<file path="src/rtl/birth_disp_pkg.sv">
// rtl/birth_disp_pkg.sv - shared 7-segment glyph constants for the birthday scroll display
package birth_disp_pkg;
   localparam int SEG_W = 7;

   // Active-low {g,f,e,d,c,b,a}
   localparam logic [SEG_W-1:0] GLYPH_0   = 7'h40;
   localparam logic [SEG_W-1:0] GLYPH_1   = 7'h79;
   localparam logic [SEG_W-1:0] GLYPH_2   = 7'h24;
   localparam logic [SEG_W-1:0] GLYPH_3   = 7'h30;
   localparam logic [SEG_W-1:0] GLYPH_4   = 7'h19;
   localparam logic [SEG_W-1:0] GLYPH_5   = 7'h12;
   localparam logic [SEG_W-1:0] GLYPH_6   = 7'h02;
   localparam logic [SEG_W-1:0] GLYPH_7   = 7'h58;
   localparam logic [SEG_W-1:0] GLYPH_8   = 7'h00;
   localparam logic [SEG_W-1:0] GLYPH_9   = 7'h10;
   localparam logic [SEG_W-1:0] SEG_BLANK = 7'h7F;
endpackage

</file>
<file path="src/rtl/seg7_decode.sv">
// rtl/seg7_decode.sv - combinational BCD to active-low 7-segment glyph, blanking codes above 9
module seg7_decode
   import birth_disp_pkg::*;
(
   input  logic [3:0]       bcd_i,
   output logic [SEG_W-1:0] seg_o
);
   always_comb begin
      case (bcd_i)
         4'd0:    seg_o = GLYPH_0;
         4'd1:    seg_o = GLYPH_1;
         4'd2:    seg_o = GLYPH_2;
         4'd3:    seg_o = GLYPH_3;
         4'd4:    seg_o = GLYPH_4;
         4'd5:    seg_o = GLYPH_5;
         4'd6:    seg_o = GLYPH_6;
         4'd7:    seg_o = GLYPH_7;
         4'd8:    seg_o = GLYPH_8;
         4'd9:    seg_o = GLYPH_9;
         default: seg_o = SEG_BLANK;
      endcase
   end
endmodule

</file>
<file path="src/rtl/birth_scroll_display.sv">
// rtl/birth_scroll_display.sv - scrolling window over a BCD digit sequence driving multiplexed 7-segment displays
module birth_scroll_display
   import birth_disp_pkg::*;
#(
   parameter int NUM_DIGITS  = 8,
   parameter int DISP_DIGITS = 4,
   parameter int TICK_DIV    = 50_000_000,
   parameter int SCAN_DIV    = 50_000
) (
   input  logic                          clk,
   input  logic                          rst,
   input  logic [4*NUM_DIGITS-1:0]       seq_data,
   input  logic                          run,
   input  logic                          dir,
   input  logic                          step,
   output logic [$clog2(NUM_DIGITS)-1:0] idx,
   output logic                          wrap,
   output logic [DISP_DIGITS-1:0]        an,
   output logic [SEG_W-1:0]              seg
);
   localparam int IW = $clog2(NUM_DIGITS);
   localparam int PW = $clog2(TICK_DIV);
   localparam int SW = (SCAN_DIV > 1) ? $clog2(SCAN_DIV) : 1;
   localparam int DW = (DISP_DIGITS > 1) ? $clog2(DISP_DIGITS) : 1;

   logic [IW-1:0]          idx_q, idx_d;
   logic [PW-1:0]          pre_q, pre_d;
   logic [SW-1:0]          sdiv_q, sdiv_d;
   logic [DW-1:0]          sc_q, sc_d;
   logic                   wrap_q, wrap_d;
   logic [DISP_DIGITS-1:0] an_q, an_d;
   logic [SEG_W-1:0]       seg_q, seg_d;

   logic                   pre_tc, adv, sdiv_tc;
   logic [IW:0]            sum;
   logic [IW-1:0]          sel;
   logic [3:0]             digit;
   logic [SEG_W-1:0]       glyph;

   // Prescaler only runs while auto-scrolling; step is the advance source when paused.
   always_comb begin
      pre_tc = (pre_q == PW'(TICK_DIV - 1));
      adv    = run ? pre_tc : step;
      pre_d  = (run && !pre_tc) ? pre_q + PW'(1) : '0;
      idx_d  = idx_q;
      wrap_d = 1'b0;
      if (adv) begin
         if (!dir) begin
            if (idx_q == IW'(NUM_DIGITS - 1)) begin
               idx_d  = '0;
               wrap_d = 1'b1;
            end else begin
               idx_d = idx_q + IW'(1);
            end
         end else begin
            if (idx_q == '0) begin
               idx_d  = IW'(NUM_DIGITS - 1);
               wrap_d = 1'b1;
            end else begin
               idx_d = idx_q - IW'(1);
            end
         end
      end
   end

   // Anode scan runs freely; the window digit is (idx + sc) folded back into range.
   always_comb begin
      sdiv_tc = (sdiv_q == SW'(SCAN_DIV - 1));
      sdiv_d  = sdiv_tc ? '0 : sdiv_q + SW'(1);
      sc_d    = sc_q;
      if (sdiv_tc) begin
         sc_d = (sc_q == DW'(DISP_DIGITS - 1)) ? '0 : sc_q + DW'(1);
      end
      sum = {1'b0, idx_q} + (IW+1)'(sc_q);
      sel = (sum >= (IW+1)'(NUM_DIGITS)) ? IW'(sum - (IW+1)'(NUM_DIGITS)) : sum[IW-1:0];
      digit = '0;
      for (int k = 0; k < NUM_DIGITS; k++) begin
         if (sel == IW'(k)) begin
            digit = seq_data[4*k +: 4];
         end
      end
      an_d  = ~(DISP_DIGITS'(1) << sc_q);
      seg_d = glyph;
   end

   seg7_decode u_decode (
      .bcd_i (digit),
      .seg_o (glyph)
   );

   always_ff @(posedge clk) begin
      if (rst) begin
         idx_q  <= '0;
         pre_q  <= '0;
         sdiv_q <= '0;
         sc_q   <= '0;
         wrap_q <= 1'b0;
         an_q   <= '1;
         seg_q  <= SEG_BLANK;
      end else begin
         idx_q  <= idx_d;
         pre_q  <= pre_d;
         sdiv_q <= sdiv_d;
         sc_q   <= sc_d;
         wrap_q <= wrap_d;
         an_q   <= an_d;
         seg_q  <= seg_d;
      end
   end

   assign idx  = idx_q;
   assign wrap = wrap_q;
   assign an   = an_q;
   assign seg  = seg_q;
endmodule

</file>
<file path="config.mk">
export PLATFORM = sky130hd
export DESIGN_NAME = birth_scroll_display
export DESIGN_NICKNAME = d
export VERILOG_FILES = /design/src/rtl/birth_disp_pkg.sv /design/src/rtl/seg7_decode.sv /design/src/rtl/birth_scroll_display.sv
export SDC_FILE = /design/constraint.sdc
export NUM_CORES = 1
export LEC_CHECK = 0
export BUFFER_PORTS_ARGS = -buffer_cell sky130_fd_sc_hd__buf_2
export CORE_ASPECT_RATIO = 0.6
export CORE_MARGIN = 5
export CORE_UTILIZATION = 30
export DETAILED_ROUTE_END_ITERATION = 16
export PLACE_DENSITY_LB_ADDON = 0.08
export SLEW_MARGIN = 15
export SYNTH_ARGS = -nofsm -noshare
export SYNTH_HDL_FRONTEND = slang
export SYNTH_SLANG_ARGS = --single-unit
</file>
<file path="constraint.sdc">
create_clock -name clk -period 4.7 [get_ports clk]
set_input_delay 0.94 -clock clk [delete_from_list [all_inputs] [get_ports clk]]
set_output_delay 0.94 -clock clk [all_outputs]
set_load 0.05 [all_outputs]
</file>
# After elaboration in Yosys (flattened, before gate mapping)
# Memory sizes are Yosys's and may differ from the RTL's. A register that Yosys moved wholly into a read port is not among the register bits.
# Cells that the tools add are included.
[word_totals]
word_cells = 54
in_bits = 37
rom_bits = 112
regBits = 52
memories = 1
[mem_list]
columns = ["memory", "words", "width", "rd", "rd_ports_with_merged_regs", "write_ports", "line", "rtl"]
rows = [
  ["(no name shown)", 16, 7, 1, 1, 0, "seg7_decode.sv:9", "case (bcd_i)"],
]
[classes]
n_mux = 17
magnitude_cmp = 1
n_bitwise = 3
reduce_logical = 7
n_eq_ne = 11
shifts = 1
add_sub_neg = 7
[ops]
columns = ["cell", "count"]
rows = [
  ["$mux W4", 8],
  ["$add A26 B1 Y26 const B", 1],
  ["$eq A26 B26 Y1 const B", 1],
  ["$add A16 B1 Y16 const B", 1],
  ["$eq A16 B16 Y1 const B", 1],
  ["$eq A3 B3 Y1 const B", 5],
  ["$mux W3", 4],
  ["$eq A3 B2 Y1 const B", 2],
  ["$logic_not A3 Y1", 2],
  ["$reduce_or A2 Y1", 3],
  ["$sub A3 B1 Y3 const B", 2],
  ["$add A3 B2 Y4", 1],
  ["$ge A4 B4 Y1 const B", 1],
  ["$mux W1", 4],
  ["$not A4 Y4", 1],
  ["$shl A1 B2 Y4 const A", 1],
  ["$add A3 B1 Y3 const B", 1],
  ["$eq A3 B1 Y1 const B", 1],
  ["$add A2 B1 Y2 const B", 1],
  ["$eq A2 B2 Y1 const B", 1],
  ["$mux W2", 1],
  ["$not A1 Y1", 2],
  ["$logic_and A1 B1 Y1", 1],
  ["$logic_not A1 Y1", 1],
]

# Longest topological paths before layout
[depth]
ltp_word = 12
ltp_mapped = 10
mapped_depth_nobuf = 10

# By module
# From an unflattened synthesis, not the netlist that was laid out.
[unflattened]
cells_unflattened = 346
area_unflattened_um2 = 3145.5
[by_module_without_submodules]
columns = ["module", "cells_per_inst", "seq_area_each_um2", "instances", "area_per_inst_um2"]
rows = [
  ["birth_scroll_display", 319, 1181.1, 1, 2949.1],
  ["seg7_decode", 27, 0.0, 1, 196.4],
]

# Least setup slack after synthesis
# No wires, ideal clock.
[synth_timing]
kind = "reg2reg"
startpoint = "register idx_q[0], in the netlist idx[0]"
endpoint = "register seg_q[0], in the netlist seg[0]"
setup_ns = 0.134
required_ns = 4.566
t_arrival_ns = 2.989
path_buffers = 1
setup_slack_ns = 1.577
period_less_slack_ns = 3.123
path_stages_with_launch = 10
path_cell_list = "dfxtp_1 -> ha_1 -> inv_1 -> fa_1 -> buf_1 -> mux4_2 -> or2_2 -> a21oi_1 -> and2_1 -> o41ai_1"
[synth_via]
elab_chain_len = 12
[synth_lines]
columns = ["item", "line", "rtl"]
rows = [
  ["start, declared", "birth_scroll_display.sv:26", "logic [IW-1:0] idx_q, idx_d;"],
  ["start signal, assigned", "birth_scroll_display.sv:101", "idx_q <= idx_d;"],
  ["$add A3 B2 Y4 (*)", "birth_scroll_display.sv:74", "sum = {1'b0, idx_q} + (IW+1)'(sc_q);"],
  ["$ge A4 B4 Y1 / $sub A3 B1 Y3 (equally long branches)", "birth_scroll_display.sv:75", "sel = (sum >= (IW+1)'(NUM_DIGITS)) ? IW'(sum - (IW+1)'(NUM_DIGITS)) : sum[IW-1:0];"],
  ["$mux W3 (*)", "birth_scroll_display.sv:75", ""],
  ["$logic_not A3 Y1", "birth_scroll_display.sv:78", "if (sel == IW'(k)) begin"],
  ["$mux W4 (7 in a row)", "birth_scroll_display.sv:78", ""],
  ["$mux W4 (*)", "birth_scroll_display.sv:78", ""],
  ["end, declared", "birth_scroll_display.sv:32", "logic [SEG_W-1:0] seg_q, seg_d;"],
]
# Mark *: on every way between the ends. The rest lies on a longest branch, timed or not.
# A chain may end at the register's enable or synchronous reset.

# Final worst setup path
[layout_timing]
startpoint = "register idx_q[0], in the netlist idx[0]"
endpoint = "register seg_q[1], in the netlist seg[1]"
# Same word-level chain as after synthesis.

==> flow_metrics.env <==
export IMPL_place_congestion=0.746
export IMPL_synthAdderAreaFrac_pct=5.93
export IMPL_ioPinCount=52
export IMPL_cts_reportedPaths_clkPinSlew_ns=0.05
export IMPL_cp_num_buf_inv=3
export IMPL_crit_fanout=13
export IMPL_crit_path_max_incr_delay_ns=0.81
export IMPL_areaGrowthSynthToFinish_pct=23.4
export IMPL_worst_pin_slew_ns=0.671
export IMPL_hold_path_class="reg -> reg"
export IMPL_critical_path_class="reg -> reg"
export IMPL_yosys_register_bits=59
export IMPL_grt_pass1_wl_um=10800
export IMPL_setup_viol=0
export IMPL_tns_ns=0
export IMPL_clock_root_buffer="clkbuf_16"
export IMPL_post_cts_resize_count=0
export IMPL_rsz0062_at_grt="no"
export IMPL_core_rowCount=27
export IMPL_syn_avg_cell_area_sq_um=9.05
export IMPL_maxSlewHeadroom_pct=55.0
export IMPL_firstDrtPassIters=4
export IMPL_fp_dieW_um=136
export IMPL_synthMuxAreaShare_pct=6.63
export IMPL_start_kind="flip-flop"
export IMPL_synth_simple_gate_area_share_pct=24.9
export IMPL_initial_core_util_pct=31.0
export IMPL_h_tree_depth=3
export IMPL_dpl_hpwl_um=4730
export IMPL_crit_chain="ha_1, inv_1, fa_1, inv_1, mux4_2, mux2i_1, inv_1, ha_1, a21oi_1, o21ai_0"
export IMPL_clockBufferDepth=2
export IMPL_syn_inst=317
export IMPL_clock_sinks=59
export IMPL_peakVddDrop_v=0.000175
export IMPL_insertion_delay_ns=0.32
export IMPL_ys_warn_count=0
export IMPL_grt_max_degree=27
export IMPL_overflow=0
export IMPL_fin_crit_ns=3.29
export IMPL_cts_buffers=9
export IMPL_num_antenna_cells=0
export IMPL_period_share_pct=70.0
export IMPL_drc=0
export IMPL_max_freq_ghz=0.304
export IMPL_drive_gt1_share_pct=22.1
export IMPL_final_max_slew_viol_count=0
export IMPL_wl_per_cell_um=12.3
export IMPL_drtIter0Drc=81
export IMPL_vias_per_cell=4.39
export IMPL_synth_xor_area_share_pct=12.2
export IMPL_track_usage_pct=11.7
export IMPL_critPathTopFamily="adder cells"
export IMPL_final_nets=422
export IMPL_drt_total_wl_um=6240
export IMPL_synth_top_family_by_area="simple AND/OR/NAND/NOR gates"
export IMPL_layout_common_cells="59 x dfxtp_1, 57 x nor2_1, 51 x buf_2"
export IMPL_synth_net_count=367
export IMPL_powerDensity_mw_per_mm2=370
export IMPL_yosysUniqueCellTypes=47
export IMPL_crit_top_cell="inv_1"
export IMPL_grt_pass1_vias=2238
export IMPL_core_area_sq_mm=0.00926
export IMPL_drv_cap=0
export IMPL_antenna_found_initial=0
export IMPL_cts_tree="yes"
export IMPL_slowest_stage="fa_1"
export IMPL_syn_area_sq_mm=0.00287
export IMPL_hold_viol=0
export IMPL_cts_hold_buffers_added=0
export IMPL_status="finished, final reports clean"
export IMPL_place_port_buffers=51
export IMPL_synth_compound_area_share_pct=6.37
export IMPL_yosys_most_used_dff="dfxtp_1"
export IMPL_post_cts_buffers=0
export IMPL_fp_dieArea_sq_mm=0.0117
export IMPL_static_leakage_power_uw=0.00138
export IMPL_vias=2219
export IMPL_final_common_cell="dfxtp_1"
export IMPL_end_kind="flip-flop"
export IMPL_ys_seq_area_share_pct=41.2
export IMPL_finalPower_uw=1310
export IMPL_async_flop_share_pct=0
export IMPL_ant_nets=0
export IMPL_arrival_ns=3.47
export IMPL_required_ns=4.88
export IMPL_synth_edf_count=0
export IMPL_fin_skew_ns=0.00732
export IMPL_die_h_um=85.7
## cell type report
| class | instances | area [sq um] |
|---|---|---|
| Sequential cell | 59 | 1180 |
| Clock buffer | 9 | 225 |
| Timing Repair Buffer | 51 | 255 |
| Tap cell | 130 | 163 |
| Inverter | 14 | 52.6 |
| Clock inverter | 6 | 57.6 |
| Multi-Input combinational cell | 237 | 1610 |
| Fill cell | 968 | 5720 |
## through the flow
step                setup slack [ns]  instances  instance area (sq um)  util (%)  hold slack, ns
global route                    1.05        506                   3540      38.2           0.518
global placement                1.48        491                   3260      35.2           0.450
CTS                             1.39        506                   3540      38.2           0.469
finish                          1.41        506                   3540      38.2           0.459
detailed placement              1.41        491                   3260      35.2           0.454
floorplan                       1.58        317                   2870         -           0.426
## path summary, 6_finish.rpt
check        startpoint         to  slack [ns]  cells after the start
max              idx[0]     seg[1]        1.41                     10
min reg2reg   sdiv_q[0]  sdiv_q[0]        0.46                      1
min           sdiv_q[0]  sdiv_q[0]        0.46                      1
max reg2reg      idx[0]     seg[1]        1.41                     10
## cells in the mapped netlist (3+ instances only)
library cell | instances | area share [%]
xor2_1 | 23 | 7.0
nand2_1 | 22 | 2.9
nand3_1 | 17 | 3.0
a211oi_1 | 3 | 0.79
clkbuf_1 | 4 | 0.52
mux4_2 | 5 | 3.9
nor4_1 | 3 | 0.65
nand2b_1 | 4 | 0.87
xnor2_1 | 15 | 4.6
nand4_1 | 7 | 1.5
and3_2 | 3 | 0.79
mux2i_1 | 4 | 1.4
ha_1 | 12 | 5.2
or4_1 | 3 | 0.79
and2_1 | 3 | 0.65
a21oi_1 | 8 | 1.4
inv_1 | 14 | 1.8
nor3_1 | 8 | 1.4
o21ai_0 | 6 | 1.0
dfxtp_1 | 59 | 41
and3_1 | 4 | 0.87
nor2_1 | 57 | 7.5
## logic make-up (layout without fill, tap and decap cells)
kind of cell             after synthesis  after routing
buffers and inverters                 21             80
AND/OR/NAND/NOR                      145            145
multiplexers                          12             12
AO/OA/AOI/OAI                         28             28
adder cells (fa/ha/maj)               13             13
XOR/XNOR                              39             39
flip-flops                            59             59
## report_power, final
group          total [uW]  internal (uW)  switching (uW)
logic                 166           58.7             107
registers             525            517            8.60
clock network         618            402             216
## registers in the layout, indices dropped and copies added (netlist names)
name    cells
seg         7
sc_q        2
idx         3
sdiv_q     16
an          4
wrap        1
pre_q      26
## routing by layer
| metal | wire length [um] | vias up | GRT usage, % |
|---|---|---|---|
| li1 | - | 1197 | - |
| met1 | 3520 | 991 | 17.0 |
| met2 | 2410 | 25 | 15.3 |
| met5 | 0 | - | 0 |
| met3 | 233 | 6 | 4.57 |
| met4 | 82 | 0 | 4.12 |
(Power assumes the default switching activity.)
